## src/rtl/fetch_stage.sv

```systemverilog
// Instruction fetch stage: owns the PC, issues requests over req/gnt, and buffers in-order responses for decode.
// Optional FETCH_MISALIGN_TRAP_EN: a misaligned redirect halts fetch and raises fetch_misaligned.
module fetch_stage #(
    parameter logic [31:0] RESET_PC = 32'h0000_0000,
    parameter int          DEPTH    = 2
) (
    input  logic        clk,
    input  logic        reset,
    output logic        imem_req,
    output logic [31:0] imem_addr,
    input  logic        imem_gnt,
    input  logic        imem_rvalid,
    input  logic [31:0] imem_rdata,
    input  logic        redirect_valid,
    input  logic [31:0] redirect_pc,
    input  logic        stall,
    output logic        instr_valid,
    output logic [31:0] instruction_read,
    output logic [31:0] instr_pc,
    output logic        fetch_misaligned
);

    localparam int               PTR_W     = $clog2(DEPTH);
    localparam int               CNT_W     = PTR_W + 1;
    localparam logic [CNT_W:0]   DEPTH_EXT = (CNT_W + 1)'(DEPTH);
    localparam logic [31:0]      NOP       = 32'h0000_0013;

    logic [31:0]      fetch_pc;
    logic [31:0]      resp_pc;
    logic [CNT_W-1:0] outstanding;
    logic [CNT_W-1:0] discard;
    logic [CNT_W-1:0] occupancy;
    logic [PTR_W-1:0] head;
    logic [PTR_W-1:0] tail;
    logic [31:0]      q_word [DEPTH];
    logic [31:0]      q_pc   [DEPTH];

    logic             halted;
    logic             pop;
    logic             push;
    logic             grant;
    logic [CNT_W:0]   demand;
    logic [31:0]      redirect_target;

    assign redirect_target = redirect_pc & ~32'h3;

    // Slots already committed (queued or in flight) after this cycle's pop must leave room for one more word.
    assign demand = {1'b0, occupancy} + {1'b0, outstanding} - {{CNT_W{1'b0}}, pop};

    assign instr_valid = (occupancy != '0);
    assign pop         = instr_valid && !stall;
    assign imem_req    = !reset && !redirect_valid && !halted && (demand < DEPTH_EXT);
    assign imem_addr   = fetch_pc;
    assign grant       = imem_req && imem_gnt;
    assign push        = imem_rvalid && !redirect_valid && (discard == '0);

    assign instruction_read = instr_valid ? q_word[head] : NOP;
    assign instr_pc         = instr_valid ? q_pc[head]   : 32'h0000_0000;

    always_ff @(posedge clk or posedge reset) begin
        if (reset) begin
            fetch_pc    <= RESET_PC;
            resp_pc     <= RESET_PC;
            outstanding <= '0;
            discard     <= '0;
            occupancy   <= '0;
            head        <= '0;
            tail        <= '0;
        end else if (redirect_valid) begin
            // Every request still in flight belongs to the old path; a response landing now is dropped too.
            fetch_pc    <= redirect_target;
            resp_pc     <= redirect_target;
            outstanding <= outstanding - CNT_W'(imem_rvalid);
            discard     <= outstanding - CNT_W'(imem_rvalid);
            occupancy   <= '0;
            head        <= '0;
            tail        <= '0;
        end else begin
            if (grant) begin
                fetch_pc <= fetch_pc + 32'd4;
            end
            outstanding <= outstanding + CNT_W'(grant) - CNT_W'(imem_rvalid);
            if (imem_rvalid && (discard != '0)) begin
                discard <= discard - CNT_W'(1);
            end
            if (push) begin
                resp_pc <= resp_pc + 32'd4;
                tail    <= tail + PTR_W'(1);
            end
            if (pop) begin
                head <= head + PTR_W'(1);
            end
            occupancy <= occupancy + CNT_W'(push) - CNT_W'(pop);
        end
    end

    always_ff @(posedge clk) begin
        if (push) begin
            q_word[tail] <= imem_rdata;
            q_pc[tail]   <= resp_pc;
        end
    end

`ifdef FETCH_MISALIGN_TRAP_EN
    logic misaligned_q;

    // Any redirect re-evaluates the flag, so the next aligned target clears the halt.
    always_ff @(posedge clk or posedge reset) begin
        if (reset) begin
            misaligned_q <= 1'b0;
        end else if (redirect_valid) begin
            misaligned_q <= (redirect_pc[1:0] != 2'b00);
        end
    end

    assign halted           = misaligned_q;
    assign fetch_misaligned = misaligned_q;
`else
    assign halted           = 1'b0;
    assign fetch_misaligned = 1'b0;
`endif

endmodule

```

## config.mk

```make
export PLATFORM = sky130hd
export DESIGN_NAME = fetch_stage
export DESIGN_NICKNAME = d
export VERILOG_FILES = /design/src/rtl/fetch_stage.sv
export SDC_FILE = /design/constraint.sdc
export NUM_CORES = 1
export LEC_CHECK = 0
export ABC_CLOCK_PERIOD_IN_PS = 5300
export CELL_PAD_IN_SITES_DETAIL_PLACEMENT = 0
export CELL_PAD_IN_SITES_GLOBAL_PLACEMENT = 1
export CORE_MARGIN = 2
export CORE_UTILIZATION = 51
export CTS_CLUSTER_DIAMETER = 80
export DETAILED_ROUTE_END_ITERATION = 8
export DONT_BUFFER_PORTS = 1
export MAX_ROUTING_LAYER = met4
export PLACE_DENSITY_LB_ADDON = 0.1
export SETUP_SLACK_MARGIN = 0.02
export SYNTH_ARGS = -nofsm -noshare
export SYNTH_HDL_FRONTEND = slang
export SYNTH_SLANG_ARGS = --single-unit
```

## constraint.sdc

```tcl
create_clock -name clk -period 5.3 [get_ports clk]
set_clock_uncertainty 0.2 [all_clocks]
set_input_delay 1.06 -clock clk [delete_from_list [all_inputs] [get_ports clk]]
set_output_delay 1.06 -clock clk [all_outputs]
set_load 0.01 [all_outputs]
```

==> results of run 1 <==
-- power by group through the flow --
stage	Sequential [W]	Combinational (W)	Clock, W
2_1_floorplan	0.00186	0.000628	0
3_3_place_gp	0.00195	0.000697	0
3_5_place_dp	0.00196	0.000707	0
4_1_cts	0.00192	0.000710	0.00136
5_1_grt	0.00195	0.000782	0.00143
6_report	0.00192	0.000697	0.00134
-- per-layer routing --
layer | routed length (um) | share of wire | vias to the layer above
met5 | 0 | 0 | -
met4 | 180 | 0.010 | 0
met3 | 1240 | 0.070 | 13
met2 | 8000 | 0.45 | 152
met1 | 8210 | 0.47 | 2543
li1 | - | - | 2489
-- worst max-delay path by stage --
stage	start	endpoint	cells past startpoint
final	stall	imem_req	5
after global routing	stall	imem_req	5
after CTS	stall	imem_req	5
after detailed placement	stall	imem_req	5
after global placement	stall	imem_req	5
after floorplan	imem_rvalid	q_pc[0][10]	4
-- cell usage in the layout, fill, tap and decap left out, types with 14 or more instances in the layout --
cell type	n
edfxtp_1	124
nor2_1	82
dfrtp_1	67
mux2i_1	65
nand2_1	60
o21ai_0	35
nand3_1	24
xor2_1	24
nand4_1	22
xnor2_1	19
clkbuf_16	17
inv_1	14
-- flip-flops by register name (all words and copies together) (netlist names) --
| register | cells |
|---|---|
| q_word | 64 |
| imem_addr | 30 |
| q_pc | 60 |
| head | 1 |
| resp_pc | 30 |
| outstanding | 2 |
| discard | 2 |
| occupancy | 2 |
| tail | 1 |
-- per-stage QoR --
stage / instance area [um^2] / power (W) / util / setup slack (ns)
final: 9410 / 0.00396 / 0.569 / 1.31
after global routing: 9410 / 0.00416 / 0.569 / 1.10
after CTS: 9410 / 0.00400 / 0.569 / 1.30
after detailed placement: 8780 / 0.00266 / 0.532 / 1.30
after global placement: 8780 / 0.00265 / 0.532 / 1.31
after floorplan: 8580 / 0.00249 / - / 0.409
-- layout make-up --
class / instances / area, um^2 / area share
repair buffers: 7 / 52.6 / 0.00558
inverters: 16 / 60.1 / 0.00638
clock inverters: 15 / 201 / 0.0214
clock buffers: 17 / 425 / 0.0452
well taps: 220 / 275 / 0.0293
flip-flops and latches: 192 / 5430 / 0.577
multi-input cells: 448 / 2970 / 0.315
-- worst register-to-register path, cell delays in order (launching register included) --
cell and delay (ns):
dfrtp_1 0.44, inv_1 0.09, nor3_1 0.27, o21ai_0 0.17, fa_1 0.53, nand4bb_1 0.19
nor3b_4 0.52, nand4_1 0.28, or3_1 0.40, a31oi_1 0.16
-- kinds of logic after synthesis --
logic type               count (synthesis)  share of synthesized area
AO/OA/AOI/OAI                           84                     0.0622
XOR/XNOR                                43                     0.0440
adder cells (fa/ha/maj)                 10                     0.0155
buffers and inverters                   48                     0.0242
flip-flops                             192                      0.633
multiplexers                            69                     0.0812
other                                    1                   0.000438
AND/OR/NAND/NOR                        237                      0.139
==> results.json, run 1 <==
{
  "syn2layout_area_growth_pct": 9.83,
  "slew_headroom": 0.275,
  "io_buffers": 0,
  "num_antenna_cells": 0,
  "viasPerCell": 5.68,
  "drive_gt1_frac": 0.0849,
  "finalNetCount": 762,
  "avgSynthCellArea_um2": 12.5,
  "dieArea_um2": 17900,
  "setup_viol": 0,
  "power_frac_clock": 0.338,
  "grt_pass1_wl_mm": 27.8,
  "critPathCaptureType": "output pin",
  "cts_max_path_buffers": 2,
  "fmax_mhz": 251,
  "synth_cell_types": 51,
  "rows": 47,
  "ys_ff_latch": 192,
  "period_needed_ns": 3.99,
  "vias": 5197,
  "hpwlAfterDp_mm": 11.9,
  "cts.sinks": 192,
  "drtPass1Iterations": 5,
  "cpLargestDelayFamily": "simple AND/OR/NAND/NOR gates",
  "grt_max_degree": 68,
  "synth_top_area_cell": "edfxtp_1",
  "place_inst": 883,
  "ir_worst_vdd_uv": 229,
  "clockRootBuffer": "clkbuf_16",
  "r2r-start": "occupancy[1]",
  "die_h_um": 134,
  "ant_nets": 0,
  "holdPathStages": 0,
  "p_switching_w": 0.00120,
  "stdcell_count": 915,
  "worst_slew_pin_slew_ns": 1.09,
  "place_congestion": 0.906,
  "synth_warnings": 0,
  "num-fill-cells": 1387,
  "grt_util_met1": 0.286,
  "drc": 0,
  "ios": 169,
  "p_leak_nw": 3.25,
  "final_hold_viol_count": 0,
  "worstPathRequired_ns": 4.04,
  "use_met2": 0.306,
  "syn_area_um2": 8570,
  "clk_pin_slew_ns": 0.07,
  "swShare": 0.303,
  "grt_util_met3": 0.0685,
  "busiest_layer": "met2",
  "wl_per_cell_um": 19.3,
  "cts_max_level": 4,
  "wirelength_mm": 17.6,
  "core_um2": 16500,
  "power.density_nw_per_um2": 421,
  "initial_core_util": 0.519,
  "crit_path_start_kind": "input port",
  "path_class": "input port to output pin",
  "status": "complete, no violations",
  "min_period_over_period": 0.753,
  "synth.most_common_cell": "edfxtp_1",
  "cts_buffers": 17,
  "rr_endpoint": "imem_addr[26]",
  "overflow": 0,
  "synth_top_area_frac": 0.435,
  "antenna_found_initial": 0,
  "regToRegSetupSlack_ns": 1.99,
  "first_iter_violations": 300,
  "tns_ns": 0,
  "maxCapViolCount": 0,
  "whs_ns": 0.339,
  "grt_pass1_vias": 5037,
  "crit_chain": "nor3_1, o21ai_0, fa_1, xnor2_1, nor4b_1",
  "cts-hold-fix-buffers": 0,
  "drv_slew": 0,
  "worst_r2r_path_depth": 9,
  "seq_area_frac_synth": 0.633,
  "critPathSlowestCell": "nor4b_1",
  "synth_area_leaders": "edfxtp_1 (43%), dfrtp_1 (20%), mux2i_1 (7.6%)",
  "crit_buf_inv": 0,
  "synth-edff-count": 124,
  "synthCells": 684,
  "seq_power_share": 0.486,
  "synthFlopType": "edfxtp_1",
  "holdPathEnd": "q_pc[1][28]",
  "synth_commonest_cells": "edfxtp_1 (124), nor2_1 (84), dfrtp_1 (68)",
  "combPwrFrac": 0.176,
  "arrival_ns": 2.73,
  "cts_tree": "built",
  "slowest_delay_ns": 0.62,
  "hp-class": "flop to flop",
  "internal_power_w": 0.00276,
  "die_w_um": 134,
  "insertion_delay_ns": 0.42,
  "grtUsageTotal": 0.209,
  "rsz0062_at_grt": "false",
  "hp-start": "resp_pc[28]",
  "cts-resized-gates": 0,
  "post_cts_buffers": 0,
  "async_reset_ff_frac": 0.354,
  "cp_max_fo": 3
}
No activity file was read; power rests on OpenSTA's default activity.
==> inputs of run 2 (changes only) <==
--- a/config.mk
+++ b/config.mk
@@ -5,7 +5,7 @@
 export SDC_FILE = /design/constraint.sdc
 export NUM_CORES = 1
 export LEC_CHECK = 0
-export ABC_CLOCK_PERIOD_IN_PS = 5300
+export ABC_CLOCK_PERIOD_IN_PS = 4100
 export CELL_PAD_IN_SITES_DETAIL_PLACEMENT = 0
 export CELL_PAD_IN_SITES_GLOBAL_PLACEMENT = 1
 export CORE_MARGIN = 2
==> constraint.sdc (replaced) <==
create_clock -name clk -period 4.1 [get_ports clk]
set_clock_uncertainty 0.2 [all_clocks]
set_input_delay 0.82 -clock clk [delete_from_list [all_inputs] [get_ports clk]]
set_output_delay 0.82 -clock clk [all_outputs]
set_load 0.01 [all_outputs]
==> results.json, run 2 (synthesis gave the netlist of run 1 again) <==
{
  "status": "complete, no violations",
  "drv_slew": 0,
  "drtPass1Iterations": 5,
  "layout_common_cells": "edfxtp_1 (124), nor2_1 (82), dfrtp_1 (67)",
  "critPathSlowestCell": "dfrtp_1",
  "worst_slew_pin_slew_ns": 1.09,
  "cts.sinks": 192,
  "crit_chain": "inv_1, nor3_1, o21ai_0, fa_1, xnor2_1, nor4b_1, buf_4",
  "grt_max_degree": 68,
  "insertion_delay_ns": 0.43,
  "cp_max_fo": 3,
  "cts_tree": "built",
  "grt_pass1_vias": 5172,
  "crit_path_start_kind": "flop",
  "worstPathRequired_ns": 3.08,
  "tns_ns": 0,
  "largest_register_ffs": 64,
  "period_needed_ns": 3.53,
  "cts-resized-gates": 0,
  "critPathCaptureType": "output pin",
  "grtUsageTotal": 0.208,
  "syn2layout_area_growth_pct": 10.1,
  "arrival_ns": 2.51,
  "ir_worst_vdd_uv": 300,
  "num_antenna_cells": 0,
  "slowest_delay_ns": 0.44,
  "viasPerCell": 5.66,
  "place_congestion": 0.926,
  "p_leak_nw": 3.26,
  "fmax_mhz": 283,
  "ios": 169,
  "clockRootBuffer": "clkbuf_16",
  "setup_viol": 0,
  "clk_pin_slew_ns": 0.07,
  "slew_headroom": 0.273,
  "cts_max_path_buffers": 2,
  "drive_gt1_frac": 0.0870,
  "antenna_found_initial": 0,
  "post_cts_buffers": 0,
  "overflow": 0,
  "hpwlAfterDp_mm": 12.0,
  "io_buffers": 0,
  "top_register": "q_word",
  "final_hold_viol_count": 0,
  "hp-class": "input port to asynchronous set/reset pin",
  "wirelength_mm": 17.5,
  "first_iter_violations": 263,
  "ant_nets": 0,
  "drc": 0,
  "cts_max_level": 4,
  "cts_buffers": 17,
  "grt_pass1_wl_mm": 27.6,
  "die_h_um": 134,
  "wl_per_cell_um": 19.0,
  "maxCapViolCount": 0,
  "cts-hold-fix-buffers": 0,
  "die_w_um": 134,
  "power.density_nw_per_um2": 537,
  "final_util": 0.571,
  "vias": 5214,
  "initial_core_util": 0.519,
  "min_period_over_period": 0.860,
  "path_class": "flop to output pin",
  "biggestRegsByFlops": "q_word x64, q_pc x60",
  "dieArea_um2": 17900,
  "finalNetCount": 768,
  "rows": 47,
  "core_um2": 16500,
  "rsz0062_at_grt": "false",
  "layout_commonest_cell": "edfxtp_1"
}
run 2: cell types whose count changed in the layout (fill, tap and decap cells not counted):
cell | before | now
buf_4 | 7 | 12
clkinv_1 | 1 | 4
clkinv_4 | 3 | 1
inv_8 | 3 | 1
buf_12 | 0 | 1
clkbuf_1 | 0 | 1
clkinv_8 | 1 | 0
clkinvlp_4 | 1 | 2
run 2: worst max-delay path: cells and delay by family (launching register included):
kind	cells	cell delay [ns]
AND/OR/NAND/NOR	2	0.59
buffers and inverters	2	0.27
XOR/XNOR	1	0.21
AO/OA/AOI/OAI	1	0.17
flip-flops	1	0.44
adder cells (fa/ha/maj)	1	0.39
run 2: cell type report:
class | instances | area, um^2
clock buffer | 18 | 429
tap | 220 | 275
inverter | 16 | 60.1
sequential | 192 | 5430
clock inverter | 14 | 164
multi-input combinational | 448 | 2970
fill | 1381 | 7090
timing repair buffer | 13 | 110
run 2: worst paths after layout:
path | from | end | slack (ns) | depth (start not counted)
worst min register to register | resp_pc[28] | q_pc[0][28] | 0.33 | 0
min in group clk | redirect_valid | occupancy[0] | 0.26 | 1
worst max-delay path | occupancy[1] | imem_req | 0.57 | 7
worst min-delay path | reset | imem_addr[2] | 0.07 | 1
max in group asynchronous | reset | head | 2.90 | 2
worst max register to register | occupancy[1] | imem_addr[17] | 0.92 | 10
run 2: metal layers:
| metal | share of wire | track usage | vias to the layer above |
|---|---|---|---|
| met2 | 0.46 | 0.305 | 164 |
| met4 | 0.010 | 0.0632 | 0 |
| li1 | - | - | 2495 |
| met5 | 0 | - | - |
| met1 | 0.46 | 0.277 | 2542 |
| met3 | 0.073 | 0.0685 | 13 |
run 2: power breakdown:
part           internal (W)  switching (W)
clock              0.000959       0.000696
sequential          0.00224       0.000243
combinational      0.000355       0.000567
total               0.00356        0.00151
run 2: metrics by stage:
stage               cells  area [um^2]  power [W]  worst slack (ns)  hold slack (ns)
finish                921         9430    0.00506             0.573           0.0745
global route          921         9430    0.00531             0.321           0.0840
CTS                   921         9430    0.00512             0.541           0.0700
detailed placement    889         8840    0.00346             0.575            0.316
global placement      889         8840    0.00343             0.642            0.302
floorplan             688         8590    0.00321             0.476            0.262
